--- config.mk ---
export PLATFORM = sky130hd
export DESIGN_NAME = i2c_gpio_master
export DESIGN_NICKNAME = d
export VERILOG_FILES = /design/src/rtl/i2c_gpio_master.sv
export SDC_FILE = /design/constraint.sdc
export NUM_CORES = 1
export LEC_CHECK = 0
export CAP_MARGIN = 20
export CORE_MARGIN = 4
export CORE_UTILIZATION = 60
export CTS_BUF_LIST = sky130_fd_sc_hd__clkbuf_8
export DETAILED_ROUTE_END_ITERATION = 7
export DONT_BUFFER_PORTS = 1
export GPL_TIMING_DRIVEN = 0
export PLACE_DENSITY = 0.76
export SLEW_MARGIN = 20
export SYNTH_ARGS = -nofsm -noshare
export SYNTH_HDL_FRONTEND = slang
export SYNTH_SLANG_ARGS = --single-unit
export TNS_END_PERCENT = 5
--- constraint.sdc ---
create_clock -name clk -period 2.4 [get_ports clk]
set_input_delay 0.36 -clock clk [delete_from_list [all_inputs] [get_ports clk]]
set_output_delay 0.36 -clock clk [all_outputs]
set_load 0.005 [all_outputs]
--- src/rtl/i2c_gpio_master.sv ---
// i2c_gpio_master
// Single-byte I2C master driving open-drain pads through output enables.
// One command performs START, address + R/W, address ACK, one data byte,
// data ACK and STOP, then pulses rsp_valid for one clock.
//
// Ports:
//   clk, reset          system clock (rising edge), async active-high reset
//   cmd_valid/ready     command handshake; ready only while idle
//   cmd_addr/rw/wdata   7-bit slave address, 1 = read, write byte
//   rsp_valid           one-clock completion pulse
//   rsp_rdata/rsp_nack  read byte and NACK flag, held until next accept
//   busy                high whenever a transaction is in progress
//   scl_oe/sda_oe       1 pulls the line low, 0 releases it
//   scl_in/sda_in       asynchronous pad levels
module i2c_gpio_master #(
    parameter int CLK_DIV = 250
) (
    input  logic       clk,
    input  logic       reset,
    input  logic       cmd_valid,
    output logic       cmd_ready,
    input  logic [6:0] cmd_addr,
    input  logic       cmd_rw,
    input  logic [7:0] cmd_wdata,
    output logic       rsp_valid,
    output logic [7:0] rsp_rdata,
    output logic       rsp_nack,
    output logic       busy,
    output logic       scl_oe,
    output logic       sda_oe,
    input  logic       scl_in,
    input  logic       sda_in
);

    typedef enum logic [2:0] {
        S_IDLE, S_START, S_ADDR, S_AACK, S_DATA, S_DACK, S_STOP, S_DONE
    } state_t;

    localparam logic [15:0] QLAST = 16'(CLK_DIV - 1);

    state_t      state_q, state_d;
    logic [15:0] qcnt_q, qcnt_d;
    logic [1:0]  phase_q, phase_d;
    logic [2:0]  bitcnt_q, bitcnt_d;
    logic [6:0]  addr_q, addr_d;
    logic        rw_q, rw_d;
    logic [7:0]  wdata_q, wdata_d;
    logic [7:0]  rdata_q, rdata_d;
    logic        nack_q, nack_d;
    logic        scl_meta_q, scl_meta_d, scl_sync_q, scl_sync_d;
    logic        sda_meta_q, sda_meta_d, sda_sync_q, sda_sync_d;

    logic        in_slot, stall, quarter_end, slot_end;
    logic [7:0]  addr_byte;

    always_ff @(posedge clk or posedge reset) begin
        if (reset) begin
            state_q    <= S_IDLE;
            qcnt_q     <= '0;
            phase_q    <= '0;
            bitcnt_q   <= '0;
            addr_q     <= '0;
            rw_q       <= 1'b0;
            wdata_q    <= '0;
            rdata_q    <= '0;
            nack_q     <= 1'b0;
            scl_meta_q <= 1'b1;
            scl_sync_q <= 1'b1;
            sda_meta_q <= 1'b1;
            sda_sync_q <= 1'b1;
        end else begin
            state_q    <= state_d;
            qcnt_q     <= qcnt_d;
            phase_q    <= phase_d;
            bitcnt_q   <= bitcnt_d;
            addr_q     <= addr_d;
            rw_q       <= rw_d;
            wdata_q    <= wdata_d;
            rdata_q    <= rdata_d;
            nack_q     <= nack_d;
            scl_meta_q <= scl_meta_d;
            scl_sync_q <= scl_sync_d;
            sda_meta_q <= sda_meta_d;
            sda_sync_q <= sda_sync_d;
        end
    end

    always_comb begin
        state_d    = state_q;
        qcnt_d     = qcnt_q;
        phase_d    = phase_q;
        bitcnt_d   = bitcnt_q;
        addr_d     = addr_q;
        rw_d       = rw_q;
        wdata_d    = wdata_q;
        rdata_d    = rdata_q;
        nack_d     = nack_q;
        scl_meta_d = scl_in;
        scl_sync_d = scl_meta_q;
        sda_meta_d = sda_in;
        sda_sync_d = sda_meta_q;
        cmd_ready  = 1'b0;
        busy       = 1'b1;
        rsp_valid  = 1'b0;
        scl_oe     = 1'b0;
        sda_oe     = 1'b0;
        addr_byte  = {addr_q, rw_q};

        in_slot = (state_q != S_IDLE) && (state_q != S_DONE);

        // SCL is released at the start of q2, but the synchroniser needs two
        // clocks to show it high. The first two counts of q2 therefore run
        // unconditionally and the stretch check is made at count 2, so an
        // unheld SCL costs nothing and a held one delays by exactly the hold.
        stall       = in_slot && (phase_q == 2'd2) && (qcnt_q == 16'd2) && !scl_sync_q;
        quarter_end = in_slot && !stall && (qcnt_q == QLAST);
        slot_end    = quarter_end && (phase_q == 2'd3);

        if (in_slot && !stall) begin
            if (quarter_end) begin
                qcnt_d  = '0;
                phase_d = phase_q + 2'd1;
            end else begin
                qcnt_d = qcnt_q + 16'd1;
            end
        end

        case (state_q)
            S_IDLE: begin
                cmd_ready = 1'b1;
                busy      = 1'b0;
                if (cmd_valid) begin
                    addr_d  = cmd_addr;
                    rw_d    = cmd_rw;
                    wdata_d = cmd_wdata;
                    rdata_d = '0;
                    nack_d  = 1'b0;
                    qcnt_d  = '0;
                    phase_d = '0;
                    state_d = S_START;
                end
            end
            S_START: begin
                sda_oe = phase_q[1];
                if (slot_end) begin
                    bitcnt_d = 3'd7;
                    state_d  = S_ADDR;
                end
            end
            S_ADDR: begin
                scl_oe = ~phase_q[1];
                sda_oe = ~addr_byte[bitcnt_q];
                if (slot_end) begin
                    if (bitcnt_q == 3'd0) state_d = S_AACK;
                    else                  bitcnt_d = bitcnt_q - 3'd1;
                end
            end
            S_AACK: begin
                scl_oe = ~phase_q[1];
                if (slot_end) begin
                    // Nobody answered the address: skip the data byte entirely.
                    if (sda_sync_q) begin
                        nack_d  = 1'b1;
                        state_d = S_STOP;
                    end else begin
                        bitcnt_d = 3'd7;
                        state_d  = S_DATA;
                    end
                end
            end
            S_DATA: begin
                scl_oe = ~phase_q[1];
                sda_oe = ~rw_q & ~wdata_q[bitcnt_q];
                if (slot_end) begin
                    if (rw_q) rdata_d = {rdata_q[6:0], sda_sync_q};
                    if (bitcnt_q == 3'd0) state_d = S_DACK;
                    else                  bitcnt_d = bitcnt_q - 3'd1;
                end
            end
            S_DACK: begin
                // On a read the master leaves SDA released, i.e. NACKs the
                // single byte so the slave stops sending.
                scl_oe = ~phase_q[1];
                if (slot_end) begin
                    if (!rw_q && sda_sync_q) nack_d = 1'b1;
                    state_d = S_STOP;
                end
            end
            S_STOP: begin
                scl_oe = ~phase_q[1];
                sda_oe = (phase_q != 2'd3);
                if (slot_end) state_d = S_DONE;
            end
            S_DONE: begin
                rsp_valid = 1'b1;
                state_d   = S_IDLE;
            end
            default: state_d = S_IDLE;
        endcase
    end

    assign rsp_rdata = rdata_q;
    assign rsp_nack  = nack_q;

endmodule

## Word level (Yosys, flattened, before mapping)

Cells that the tools add are included.

- Add/subtract/negate cells: 3
- Order comparisons: 1
- Eq/ne operators: 28
- Muxes and demuxes: 43
- Bitwise gates (word level): 5
- Reductions and logical operators: 24

Operator list:

| operator | number |
|---|---|
| $mux W16 | 4 |
| $mux W3 | 13 |
| $ne A2 B2 Y1 const B | 15 |
| $mux W8 | 3 |
| $pmux W3 S8 | 1 |
| $add A16 B1 Y16 const B | 1 |
| $eq A16 B2 Y1 const B | 1 |
| $eq A16 B8 Y1 const B | 1 |
| $pmux W8 S2 | 1 |
| $eq A3 B3 Y1 const B | 4 |
| $reduce_and A6 Y1 | 2 |
| $mux W1 | 11 |
| $mux W2 | 5 |
| $pmux W3 S3 | 1 |
| $reduce_and A9 Y1 | 1 |
| $reduce_bool A3 Y1 | 3 |
| $logic_and A1 B1 Y1 | 8 |
| $bmux W1 S3 | 2 |
| $eq A3 B2 Y1 const B | 2 |
| $logic_not A3 Y1 | 2 |
| $reduce_or A5 Y1 | 1 |
| $eq A2 B2 Y1 const B | 2 |
| $lt A3 B4 Y1 const B | 1 |
| $not A1 Y1 | 4 |
| 13 further kinds | 15 |

- Bits in registers: 53
- Input bits: 21
- Output and inout bits: 14

## Logic depth before layout (Yosys ltp)

- Word-level depth: 12
- Mapped depth: 9
- Depth with buffers taken out: 6

## Worst setup path after synthesis

No wires, ideal clock.

- Kind: register -> register
- From: reg state_q[2]
- To: reg qcnt_q[11]
- Library setup time: 0.130 ns
- Arrival: 1.758 ns
- Required time: 2.270 ns
- Setup slack: 0.512 ns
- Stages on the path, launching flop included: 9
- Buffers on the path: 3
- Clock period less this slack: 1.888 ns
- Cell sequence: dfrtp_1 > buf_4 > nand3_2 > inv_2 > or4_4 > buf_6 > o21ai_2 > buf_4 > a21oi_1

- Word-level cells in the longest chain between the ends: 12

RTL lines:

| what | RTL line | RTL |
|---|---|---|
| from (decl) | 41 | `state_t state_q, state_d;` |
| from (signal assigned) | 72 | `state_q <= state_d;` |
| $ne A3 B3 Y1 / $reduce_bool A3 Y1 (equally long branches) | 109 | `in_slot = (state_q != S_IDLE) && (state_q != S_DONE);` |
| $logic_and A1 B1 Y1 | 109 |  |
| $logic_and A1 B1 Y1 (3 in a row) | 115 | `stall = in_slot && (phase_q == 2'd2) && (qcnt_q == 16'd2) && !scl_sync_q;` |
| $logic_not A1 Y1 | 116, 119 |  |
| $logic_and A1 B1 Y1 | 116, 119 |  |
| $logic_and A1 B1 Y1 | 116 | `quarter_end = in_slot && !stall && (qcnt_q == QLAST);` |
| $mux W16 | 120 | `if (quarter_end) begin` |
| $mux W16 | 119 | `if (in_slot && !stall) begin` |
| $mux W16 | 132 | `if (cmd_valid) begin` |
| $mux W16 (*) | 128 | `case (state_q)` |
| named net qcnt_d[11] | 42 | `logic [15:0] qcnt_q, qcnt_d;` |
| to (signal assigned) | 73 | `qcnt_q <= qcnt_d;` |
| to (decl) | 42 |  |

Mark *: on every way through the listed nets, which the timed path passes. The rest lies on a longest branch.
A chain may end at the register's enable or synchronous reset.

## Worst setup path after layout

- From: reg qcnt_q[12]
- To: reg rdata_q[1], in the netlist rsp_rdata[1]

- Word-level cells in the longest chain between the ends: 9

RTL lines:

| what | RTL line | RTL |
|---|---|---|
| $eq A16 B2 Y1 | 115 |  |
| $logic_and A1 B1 Y1 (2 in a row) | 115 |  |
| $logic_not A1 Y1 | 116 |  |
| $logic_and A1 B1 Y1 | 116 |  |
| $logic_and A1 B1 Y1 (*) | 116 |  |
| $logic_and A1 B1 Y1 (*) | 117 | `slot_end = quarter_end && (phase_q == 2'd3);` |
| $ne A2 B2 Y1 (no line) (*) | n/a |  |
| $reduce_and A4 Y1 (no line) (*) | n/a |  |
| to (signal assigned) | 79 | `rdata_q <= rdata_d;` |
| to (decl) | 48 | `logic [7:0] rdata_q, rdata_d;` |

Mark *: on every way between the ends. The rest lies on a longest branch, timed or not.

==> impl_metrics.toml <==
[status]
status = "complete, but fails checks"
violations = "negative hold slack"

[clock_tree]
cts_setup_buffers = 0
cts.sinks = 53
ctsHoldBuffers = 0
clk_pin_slew_worst_paths_ps = 100
clk_latency_ps = 310
cts.repair.resized = 0
cts-htree-levels = 2
tritoncts.num_buffers = 5
cts_tree = "built"
clock-root-buffer = "clkbuf_8"
clockBufferDepth = 2

[setup_path]
cpPeakStageDelay_ps = 730
critPathSlowestCell = "nor4_4"
crit_arrival_ps = 2410
endpoint_kind = "register"
critPathLaunchType = "register"
path_cells = "nor4_2 > nand3_2 > nor4_4 > mux2i_1"
path_max_fanout = 9
required_ps = 2630
worstSetupPathType = "register to register"

[global_routing]
grt_pass1_vias = 2155
antenna_found_initial = 0
grtUsageTotal_pct = 21.68
grt-ovfl-total = 0
grt_pass1_wl_mm = 10.52
grt_max_degree = 28

[yosys]
yosysSeqAreaShare_pct = 45.80
synth_warnings = 0
syn_inst = 302
synth_area_um2 = 2907
synth.avg_cell_area_um2 = 9.624
ys_seq_elements = 53
ys.flop_type = "dfrtp_1"
syn_nets = 330
synth_edf_count = 0
synthArstFlopShare_pct = 100.0
synth.distinct_cells = 56

[die]
fp-row-count = 25
core-area_um2 = 4723
die_h_um = 77.60
die-area_um2 = 6022
die_w_um = 77.60
start_util_pct = 61.54
io_pins = 35

[timing]
setup-violations-final = 0
fin_crit_sh_pct = 90.68
setup_tns_ps = 0
fin_crit_ps = 2176
hold_ws_ps = -15.25
relSlewSlack_pct = 38.36
fmax_mhz = 459.5
hold_viol_final = 24
tightest_slew_ps = 922.3
rsz0062_at_grt = "false"
finClkSkew_ps = 7.933
report.final.slew_viol_count = 0

[cells_and_area]
fin_nets = 337
multi_input_area_um2 = 1403
post-route-cell-area_um2 = 3122
drive_above_1_share_pct = 12.26
fill_cells = 389
syn2layout_area_growth_pct = 7.404
n_antenna_cell = 0
regArea_um2 = 1331

[placement]
post-dp-hpwl_mm = 4.298
placed_cell_area_um2 = 3010
io_buffer_count = 0
place.gp.congestion = 0.8204

[routing]
drt_wl_total_mm = 5.983
routedWlPerCell_um = 15.87
post-route-drc-count = 0
firstDrtPassIters = 4
drt_iter0_drc = 164
viasPerCell = 5.788
ant_nets = 0
vias = 2182

[power_and_ir_drop]
swShare_pct = 31.68
p_int_mw = 1.493
power.share.clock_pct = 28.6
seq_power_share_pct = 51.7
power_mw = 2.186
pwr-share-comb_pct = 19.7
p_leak_nw = 1.357
peakVddDrop_mv = 0.4018
power_density_nw_per_um2 = 700.2
p_sw_uw = 692.5

[hold_path]
hp-class = "input pin to asynchronous set/reset pin"

[flow_run]
max_cap_viol_count = 0
## per-layer routing
| metal | GRT usage [%] | vias up | routed length (µm) |
|---|---|---|---|
| li1 | - | 1077 | - |
| met1 | 30.28 | 1044 | 2767 |
| met2 | 34.85 | 55 | 2895 |
| met3 | 4.524 | 6 | 273 |
| met4 | 4.804 | 0 | 47 |
| met5 | 0 | - | 0 |
## kinds of logic (layout without fill, tap and decap cells)
family / after synthesis / after routing / synth area share [%]
AOI/OAI and AO/OA: 43 / 43 / 9.428
xor gates and xnor gates: 5 / 5 / 1.507
adders and majority gates: 8 / 8 / 3.358
buffers and inverters: 35 / 43 / 5.940
DFF: 53 / 53 / 45.80
muxes: 18 / 18 / 7.921
and+or+nand+nor: 140 / 140 / 26.04
## Yosys cell counts (all sizes together) (3+ instances only)
cell / n / area (µm²)
mux2i: 14 / 140.1
mux4: 4 / 90.09
nand2: 68 / 255.2
dfrtp: 49 / 1226
clkbuf: 10 / 37.54
or4: 8 / 63.81
ha: 7 / 87.58
o211ai: 3 / 22.52
o21ai: 7 / 38.79
a21oi: 17 / 85.08
xnor2: 3 / 26.28
nand3: 13 / 75.07
buf: 7 / 65.05
dfstp: 4 / 105.1
nand4: 7 / 50.05
inv: 18 / 70.07
nor3: 3 / 15.01
nor4: 5 / 58.80
nor4b: 3 / 32.53
o31ai: 6 / 45.04
nor2: 10 / 37.54
or3: 7 / 53.80
## area by class of cell
cell class              instances  area share [%]
multi-input cells             214           44.93
inverters                      18           2.244
plain buffers                  16           3.166
well taps                      67           2.685
clock buffers                   5           2.204
repair buffers                  1          0.6413
flip-flops and latches         53           42.65
clock inverters                 3           1.483
## registers in the layout, indices dropped and copies added, names as in the netlist
| name | cells |
|---|---|
| sda_meta_q | 1 |
| qcnt_q | 16 |
| wdata_q | 8 |
| sda_sync_q | 1 |
| phase_q | 2 |
| rw_q | 1 |
| state_q | 3 |
| addr_q | 7 |
| scl_meta_q | 1 |
| scl_sync_q | 1 |
| bitcnt_q | 3 |
| rsp_rdata | 8 |
| rsp_nack | 1 |
## power by group through the flow
stage          clock network, mW  registers, mW  logic (mW)
3_5_place_dp                   0           1.14       0.427
4_1_cts                    0.635           1.13       0.434
2_1_floorplan                  0           1.11       0.344
3_3_place_gp                   0           1.14       0.413
6_report                   0.626           1.13       0.430
5_1_grt                    0.674           1.15       0.498
## worst max-delay path: cells and delay by family, from the launching register on
kind | cells | cell delay, ps
DFF | 1 | 440
and+or+nand+nor | 3 | 1370
muxes | 1 | 270
## cells in the final DEF (no fill, tap or decap), types with 2 or more instances in the layout
cell type,n
nor2b_1,2
nand4b_1,2
and3_1,2
mux4_2,4
o21ai_0,6
nor4_1,2
dfrtp_1,49
or3_4,2
buf_6,2
or4_1,7
nor3_1,3
or3_1,5
ha_1,7
o31ai_1,6
nor3b_1,2
inv_1,15
xnor2_1,3
a21oi_1,17
nand4_1,6
mux2i_1,14
o211ai_1,3
nor2_1,10
nand3b_1,2
xor2_1,2
clkbuf_8,5
nand3_1,11
nand3_2,2
clkbuf_1,9
nand2_1,68
inv_2,2
dfstp_2,4
nand2b_1,2
and4_1,2
nor4b_1,2
buf_4,3
nor4_2,2
## final timing paths
| path | startpoint | end | slack [ps] | cells past startpoint |
|---|---|---|---|---|
| setup / recovery | qcnt_q[12] | rsp_rdata[1] | 220 | 4 |
| hold / removal | reset | qcnt_q[9] | -20 | 1 |
| setup reg to reg | qcnt_q[12] | rsp_rdata[1] | 220 | 4 |
| hold reg to reg | scl_meta_q | scl_sync_q | 360 | 0 |
| max in group asynchronous | reset | sda_sync_q | 1790 | 2 |
| min in group clk | sda_in | sda_meta_q | 30 | 0 |
## metrics by stage
step	std cells	worst slack, ps	util (%)	hold slack (ps)
5_1_grt	377	52.88	66.09	14.10
4_1_cts	378	61.47	66.17	1.164
6_report	377	223.6	66.09	-15.25
3_3_place_gp	369	210.4	63.31	345.9
2_1_floorplan	302	511.8	-	345.2
3_5_place_dp	370	246.2	63.74	347.0
(Power assumes the default switching activity.)
